File: src/rtl/vjtag_pkg.sv
// rtl/vjtag_pkg.sv - shared constants for the virtual JTAG byte transmitter
// Frame width depends on VJTAG_TX_PARITY_EN (adds an odd-parity bit 9).
package vjtag_pkg;

    localparam int FRAME_W_NOPAR = 9;
    localparam int FRAME_W_PAR   = 10;

`ifdef VJTAG_TX_PARITY_EN
    localparam int FRAME_W = FRAME_W_PAR;
`else
    localparam int FRAME_W = FRAME_W_NOPAR;
`endif

    localparam int VALID_BIT = 0;
    localparam int DATA_LSB  = 1;
    localparam int CNT_W     = 4;
    localparam int LEVEL_W   = 5;

    localparam logic IR_SEL_TX     = 1'b1;
    localparam logic IR_SEL_BYPASS = 1'b0;

endpackage

File: src/rtl/vjtag_tx_fifo.sv
// rtl/vjtag_tx_fifo.sv - single-clock byte FIFO feeding the JTAG frame loader
// Push on full is dropped even if a pop happens in the same cycle.
module vjtag_tx_fifo
    import vjtag_pkg::*;
#(
    parameter int DEPTH = 4,
    parameter int AW    = (DEPTH > 1) ? $clog2(DEPTH) : 1
) (
    input  logic               clk,
    input  logic               rst_n,
    input  logic               push_i,
    input  logic [7:0]         push_data_i,
    input  logic               pop_i,
    output logic [7:0]         pop_data_o,
    output logic               full_o,
    output logic               empty_o,
    output logic [LEVEL_W-1:0] level_o
);

    logic [7:0]         mem_q [DEPTH];
    logic [AW-1:0]      wr_ptr_q;
    logic [AW-1:0]      rd_ptr_q;
    logic [LEVEL_W-1:0] level_q;
    logic               do_push;
    logic               do_pop;

    assign full_o     = (level_q == LEVEL_W'(DEPTH));
    assign empty_o    = (level_q == '0);
    assign level_o    = level_q;
    assign pop_data_o = mem_q[rd_ptr_q];
    assign do_push    = push_i & ~full_o;
    assign do_pop     = pop_i & ~empty_o;

    always_ff @(posedge clk) begin
        if (do_push && rst_n) begin
            mem_q[wr_ptr_q] <= push_data_i;
        end
    end

    // Power-of-two depth lets the pointers wrap by plain overflow.
    always_ff @(posedge clk) begin
        if (!rst_n) begin
            wr_ptr_q <= '0;
            rd_ptr_q <= '0;
            level_q  <= '0;
        end else begin
            if (do_push) begin
                wr_ptr_q <= wr_ptr_q + AW'(1);
            end
            if (do_pop) begin
                rd_ptr_q <= rd_ptr_q + AW'(1);
            end
            level_q <= level_q + LEVEL_W'(do_push) - LEVEL_W'(do_pop);
        end
    end

endmodule

File: src/rtl/vjtag_tx.sv
// rtl/vjtag_tx.sv - virtual JTAG TX data register: FIFO-fed framed bytes out on tdo
// Optional macro VJTAG_TX_PARITY_EN extends the frame with an odd-parity bit.
module vjtag_tx
    import vjtag_pkg::*;
#(
    parameter int FIFO_DEPTH = 4
) (
    input  logic               tck,
    input  logic               rst_n,
    input  logic               ir_in,
    input  logic               v_cdr,
    input  logic               v_sdr,
    input  logic               tdi,
    output logic               tdo,
    input  logic [7:0]         iDATA,
    input  logic               iVALID,
    output logic               oREADY,
    output logic [LEVEL_W-1:0] oLEVEL
);

    localparam logic [CNT_W-1:0] LAST_BIT = CNT_W'(FRAME_W - 1);

    logic [FRAME_W-1:0] sr_q;
    logic [FRAME_W-1:0] sr_d;
    logic [FRAME_W-1:0] frame_d;
    logic [CNT_W-1:0]   cnt_q;
    logic [CNT_W-1:0]   cnt_d;
    logic               byp_q;
    logic               tx_sel;
    logic               load;
    logic               shift;
    logic               pop;
    logic               fifo_full;
    logic               fifo_empty;
    logic [7:0]         fifo_data;

    vjtag_tx_fifo #(
        .DEPTH (FIFO_DEPTH)
    ) u_fifo (
        .clk         (tck),
        .rst_n       (rst_n),
        .push_i      (iVALID),
        .push_data_i (iDATA),
        .pop_i       (pop),
        .pop_data_o  (fifo_data),
        .full_o      (fifo_full),
        .empty_o     (fifo_empty),
        .level_o     (oLEVEL)
    );

    assign oREADY = ~fifo_full;
    assign tx_sel = (ir_in == IR_SEL_TX);
    // v_cdr dominates v_sdr and abandons any partially shifted frame.
    assign load   = tx_sel & (v_cdr | (v_sdr & (cnt_q == LAST_BIT)));
    assign shift  = tx_sel & v_sdr & ~load;
    assign pop    = load & ~fifo_empty;
    assign tdo    = tx_sel ? sr_q[0] : byp_q;

    always_comb begin
        frame_d                    = '0;
        frame_d[VALID_BIT]         = 1'b1;
        frame_d[DATA_LSB +: 8]     = fifo_data;
`ifdef VJTAG_TX_PARITY_EN
        frame_d[FRAME_W-1]         = ~^frame_d[FRAME_W-2:0];
`endif
        sr_d  = sr_q;
        cnt_d = cnt_q;
        if (load) begin
            sr_d  = pop ? frame_d : '0;
            cnt_d = '0;
        end else if (shift) begin
            sr_d  = {1'b0, sr_q[FRAME_W-1:1]};
            cnt_d = cnt_q + CNT_W'(1);
        end
    end

    always_ff @(posedge tck) begin
        if (!rst_n) begin
            sr_q  <= '0;
            cnt_q <= '0;
            byp_q <= 1'b0;
        end else begin
            sr_q  <= sr_d;
            cnt_q <= cnt_d;
            if (ir_in == IR_SEL_BYPASS) begin
                byp_q <= tdi;
            end
        end
    end

endmodule

File: config.mk
export PLATFORM = sky130hd
export DESIGN_NAME = vjtag_tx
export DESIGN_NICKNAME = d
export VERILOG_FILES = /design/src/rtl/vjtag_pkg.sv /design/src/rtl/vjtag_tx_fifo.sv /design/src/rtl/vjtag_tx.sv
export SDC_FILE = /design/constraint.sdc
export NUM_CORES = 1
export LEC_CHECK = 0
export ABC_AREA = 0
export CAP_MARGIN = 20
export CELL_PAD_IN_SITES_DETAIL_PLACEMENT = 0
export CELL_PAD_IN_SITES_GLOBAL_PLACEMENT = 2
export CORE_ASPECT_RATIO = 0.7
export CORE_MARGIN = 2
export CORE_UTILIZATION = 35
export DETAILED_ROUTE_END_ITERATION = 10
export HOLD_SLACK_MARGIN = 0.12
export PLACE_DENSITY_LB_ADDON = 0.2
export SYNTH_ARGS = -nofsm -noshare
export SYNTH_HDL_FRONTEND = slang
export SYNTH_SLANG_ARGS = --single-unit
File: constraint.sdc
create_clock -name tck -period 6.1 [get_ports tck]
set_input_delay 1.22 -clock tck [delete_from_list [all_inputs] [get_ports tck]]
set_output_delay 1.22 -clock tck [all_outputs]
set_load 0.005 [all_outputs]
# Word-level counts from Yosys, hierarchy flattened
# Memories as Yosys holds them, arrays and structs flattened. A register that Yosys moved wholly into a read port is not among the register bits.
# Index checks and enable logic that the tools add are counted.
[totals]
latch_bits = 0
reg_bits = 23
n_memories = 1
elab_cells = 38
romBits = 0
ram_bits = 32
out_inout_bits = 7
[op_classes]
n_eq_ne = 2
magnitude_cmp = 0
multipliers = 0
shifts = 0
n_reduce_logical = 4
div_mod_pow = 0
n_bitwise = 12
addsub = 5
muxes = 8
[mem_list]
columns = ["name", "words", "word_bits", "rd", "rd_ports_with_merged_regs", "write_ports", "line_no", "text"]
rows = [
  ["u_fifo.mem_q", 4, 8, 1, 1, 1, "vjtag_tx_fifo.sv:20", "logic [7:0] mem_q [DEPTH];"],
]
[ops]
columns = ["cell", "n"]
rows = [
  ["2-to-1 mux 9 bit", 3],
  ["bitwise AND 1 bit", 7],
  ["adder 5 x 1 -> 5 bit", 1],
  ["== test 5 x 3 -> 1 bit, second input constant", 1],
  ["zero test 5 bit", 1],
  ["subtractor 5 x 1 -> 5 bit", 1],
  ["adder 2 x 1 -> 2 bit, second input constant", 2],
  ["adder 4 x 1 -> 4 bit, second input constant", 1],
  ["== test 4 bit, second input constant", 1],
  ["2-to-1 mux 2 bit", 2],
  ["inverter 1 bit", 4],
  ["2-to-1 mux 1 bit", 3],
  ["nonzero test 2 bit", 1],
  ["OR reduction 2 bit", 1],
  ["logical AND 1 bit", 1],
  ["bitwise OR 1 bit", 1],
]

# Depth between registers and ports, before layout
[logic_depth]
depth_word = 8
mapped_depth = 13

# Hierarchy
# Synthesis repeated with hierarchy kept, for this count alone.
[unflattened]
cells_unflattened = 206
area_unflattened_um2 = 2607.5
[modules_own_cells]
columns = ["module", "seq_area_each_um2", "cells_per_inst", "area_per_inst_um2", "n_inst"]
rows = [
  ["vjtag_tx_fifo", 1181.1, 112, 1816.7, 1],
  ["vjtag_tx", 280.3, 94, 790.8, 1],
]

# Worst setup path before layout
# OpenSTA, ideal clock, no wires.
[synth_timing]
kind = "input to register"
startpoint = "in v_sdr"
endpoint = "reg u_fifo.level_q[4], in the netlist u_fifo.level_o[4]"
n_path_buf = 0
setup_ns = 0.116
setup_slack_ns = 2.713
cell_stages = 11
arrival_ns = 3.271
required_time_ns = 5.984
cell_sequence = "and4b_1 > o211ai_1 > inv_1 > ha_1 > inv_1 > ha_1 > fa_1 > a21oi_1 > nor2_1 > or3_1 > and3_1"
[synth_between]
elab_chain_len = 6
[synth_rtl]
columns = ["item", "line_no", "text"]
rows = [
  ["from (decl)", "vjtag_tx.sv:12", "input logic v_sdr,"],
  ["bitwise AND 1 bit", "vjtag_tx.sv:54", "assign load = tx_sel & (v_cdr | (v_sdr & (cnt_q == LAST_BIT)));"],
  ["bitwise OR 1 bit", "vjtag_tx.sv:54", ""],
  ["bitwise AND 1 bit", "vjtag_tx.sv:54", ""],
  ["bitwise AND 1 bit", "vjtag_tx.sv:56", "assign pop = load & ~fifo_empty;"],
  ["bitwise AND 1 bit", "vjtag_tx_fifo.sv:32", "assign do_pop = pop_i & ~empty_o;"],
  ["named net u_fifo.do_pop", "vjtag_tx_fifo.sv:25", "logic do_pop;"],
  ["subtractor 5 x 1 -> 5 bit", "vjtag_tx_fifo.sv:53", "level_q <= level_q + LEVEL_W'(do_push) - LEVEL_W'(do_pop);"],
  ["to (signal assigned)", "vjtag_tx_fifo.sv:53", ""],
  ["to (decl)", "vjtag_tx_fifo.sv:23", "logic [LEVEL_W-1:0] level_q;"],
]
# The timed path passes the listed nets, and every way through them passes these cells.
# A chain may end at the register's enable or synchronous reset.

# Worst setup path after layout
[layout_timing]
startpoint = "in ir_in"
endpoint = "out tdo"
[layout_between]
elab_chain_len = 1
[layout_rtl]
columns = ["item", "line_no", "text"]
rows = [
  ["from (decl)", "vjtag_tx.sv:10", "input logic ir_in,"],
  ["2-to-1 mux 1 bit", "vjtag_tx.sv:57", "assign tdo = tx_sel ? sr_q[0] : byp_q;"],
  ["to (decl)", "vjtag_tx.sv:14", "output logic tdo,"],
]
# Every way passes these cells.

==> flow_summary.yaml <==
worst_setup_path:
  slowest_stage: "clkdlybuf4s50_1"
  crit_required_ns: 4.88
  r2r_cells: 13
  worstSetupStartpointType: "input pin"
  crit_type: "input pin to output port"
  crit_cells: 3
  cpMostUsedCell: "clkdlybuf4s50_1"
  critPathBufInv: 2
  setup.worst_path.end_class: "output port"
  cp.arrival_ns: 2.73
  cp_max_fo: 9
  cp_cell_sequence: "clkdlybuf4s50_1, mux2_2, clkdlybuf4s50_1"
  cpPeakStageDelay_ns: 0.69
  path_delay_family: "buffers and inverters"
global_routing:
  grt_pass1_vias: 1560
  overflow: 0
  grt_pass1_wl_mm: 7.87
  antenna_found_initial: 0
  grt_usage_pct: 13.8
  grt_max_degree: 26
power_and_ir_drop:
  power_frac_clock_pct: 31.6
  leakage_uw: 0.00105
  combPwrFrac_pct: 25.0
  internal_power_uw: 782
  p_sw_uw: 327
  pwr-share-seq_pct: 43.4
  ir_drop_mv: 0.163
  swShare_pct: 29.5
  p_per_area_nw_per_um2: 375
cts:
  numCtsBuffers: 9
  clk_pin_slew_ns: 0.07
  cts_resized: 0
  clock_sinks: 57
  ctsHoldBuffers: 0
  clk_latency_ns: 0.33
  root_buffer: "clkbuf_8"
  cts_buffer_depth: 2
  cts_setup_buffers: 0
  htreeDepth: 3
  cts_tree: "yes"
routing:
  vias: 1514
  wirelength_mm: 4.84
  drtPass1Iterations: 4
  drtIter0Drc: 60
  antenna_left: 0
  drc: 0
  vias_per_cell: 4.85
  wl_per_cell_um: 15.5
yosys:
  syn_inst: 188
  syn_avg_cell_area_um2: 13.1
  synth-edff-count: 32
  synth_area_um2: 2470
  yosys-top-cells-count: "32 x edfxtp_1, 25 x dfxtp_1, 16 x nor3_1"
  yosysSeqAreaShare_pct: 59.2
  ys_async_sr_fraction_pct: 0
  ys.flop_type: "edfxtp_1"
  synth_top_cell_area_share_pct: 38.9
  yosysTopAreaCell: "edfxtp_1"
  synth_nets: 216
  yosysWarnings: 0
  synth_seq_cells: 57
  synth_most_common_cell: "edfxtp_1"
  synth.distinct_cells: 36
  synth_area_leaders: "edfxtp_1 39%, dfxtp_1 20%, mux4_2 7.3%"
timing:
  max_freq_mhz: 253
  drv_slew: 0
  finalHoldViolCount: 0
  tns_ns: 0
  setup_viol_count_final: 0
  rsz0062_at_grt: "false"
  period_minus_slack_ns: 3.95
  skew_ns: 0.00887
  relSlewSlack_pct: 59.9
  fin_crit_sh_pct: 64.8
  hold_ws_ns: 0.520
  worst_pin_slew_ns: 0.597
floorplanning:
  coreArea_um2: 6790
  die_x_um: 104
  std_cell_rows: 25
  die_h_um: 74.2
  initial_utilization_pct: 36.4
  die_area_um2: 7750
  io_pins: 22
place:
  hpwlAfterDp_mm: 3.37
  io_buffers: 21
  gp_congestion: 0.722
run:
  drv_cap: 0
cells_and_area:
  areaGrowthSynthToFinish_pct: 20.1
  antennaDiodeCount: 0
  nets: 241
  drive_gt1_share_pct: 13.3
hold_path:
  holdPathStages: 2
  hp-class: "flip-flop to flip-flop"
outcome:
  outcome: "finished clean"
-- routing by layer --
| metal | part of all wire [%] | global-route usage, % |
|---|---|---|
| met5 | 0 | 0 |
| met3 | 4.7 | 5.70 |
| met1 | 47 | 16.8 |
| met4 | 0.54 | 5.86 |
| met2 | 48 | 22.1 |
-- flip-flops by register name, summed over array words and instances (netlist names), named ones only --
register / flops
sr_q: 9
u_fifo.level_o: 5
u_fifo.wr_ptr_q: 2
cnt_q: 4
u_fifo.rd_ptr_q: 2
byp_q: 1
u_fifo.mem_q: 32
-- through the flow --
step                total power (uW)  instances  utilization, %  cell area [um2]  setup slack [ns]
global route                    1190        312            43.6             2960              2.10
global placement                 760        296            40.7             2760              2.09
floorplan                        680        188               -             2470              2.71
finish                          1110        312            43.6             2960              2.15
CTS                             1130        312            43.6             2960              2.16
detailed placement               771        296            40.7             2760              2.05
-- cells in the final DEF, fill, tap and decap left out, types with 2 or more instances in the layout --
cell / Yosys / layout
edfxtp_1: 32 / 32
dfxtp_1: 25 / 25
clkdlybuf4s50_1: 0 / 21
nor3_1: 16 / 16
ha_1: 12 / 12
inv_1: 11 / 11
a21oi_1: 10 / 10
o21ai_0: 9 / 9
clkbuf_8: 0 / 9
mux4_2: 8 / 8
and2_1: 8 / 8
nor2_1: 7 / 7
xnor2_1: 7 / 7
and3_1: 5 / 5
clkinv_4: 0 / 4
nand2_1: 3 / 3
mux2i_1: 3 / 3
nor2b_1: 3 / 3
o21ai_1: 2 / 2
o21a_1: 2 / 2
xor2_1: 2 / 2
nand3_1: 2 / 2
-- final timing paths --
kind | startpoint | endpoint | slack [ns]
max | ir_in | tdo | 2.15
min | byp_q | byp_q | 0.52
max reg2reg | u_fifo.level_o[3] | u_fifo.level_o[4] | 2.95
min reg2reg | byp_q | byp_q | 0.52
-- cell type report --
class,count,area (um2)
Sequential cell,57,1460
Inverter,11,41.3
Clock inverter,7,78.8
Timing Repair Buffer,22,218
Tap cell,94,118
Clock buffer,9,124
Fill cell,636,3820
Multi-Input combinational cell,112,922
-- power by group through the flow --
stage,logic [uW],clock network [uW],registers [uW]
after floorplan,204,0,476
after global placement,271,0,489
after detailed placement,279,0,491
after CTS,282,365,483
after global routing,315,382,489
final,278,350,482
-- worst register-to-register path, delay by kind of cell (launching register included) --
kind            cells  cell delay [ns]
simple gates        4             1.13
fa+ha+maj           4             1.05
flops               1             0.33
compound gates      2             0.32
buf+inv             3             0.21
-- cell families (layout without fill, tap and decap cells) --
kind of cell	Yosys count	after routing	synth area share (%)
flip-flops	57	57	59.2
AND/OR/NAND/NOR	50	50	11.4
AO/OA/AOI/OAI	28	28	6.90
buffers and inverters	19	49	3.40
adder cells (fa/ha/maj)	13	13	6.90
multiplexers	12	12	8.98
XOR/XNOR	9	9	3.19
(Power assumes the default switching activity.)
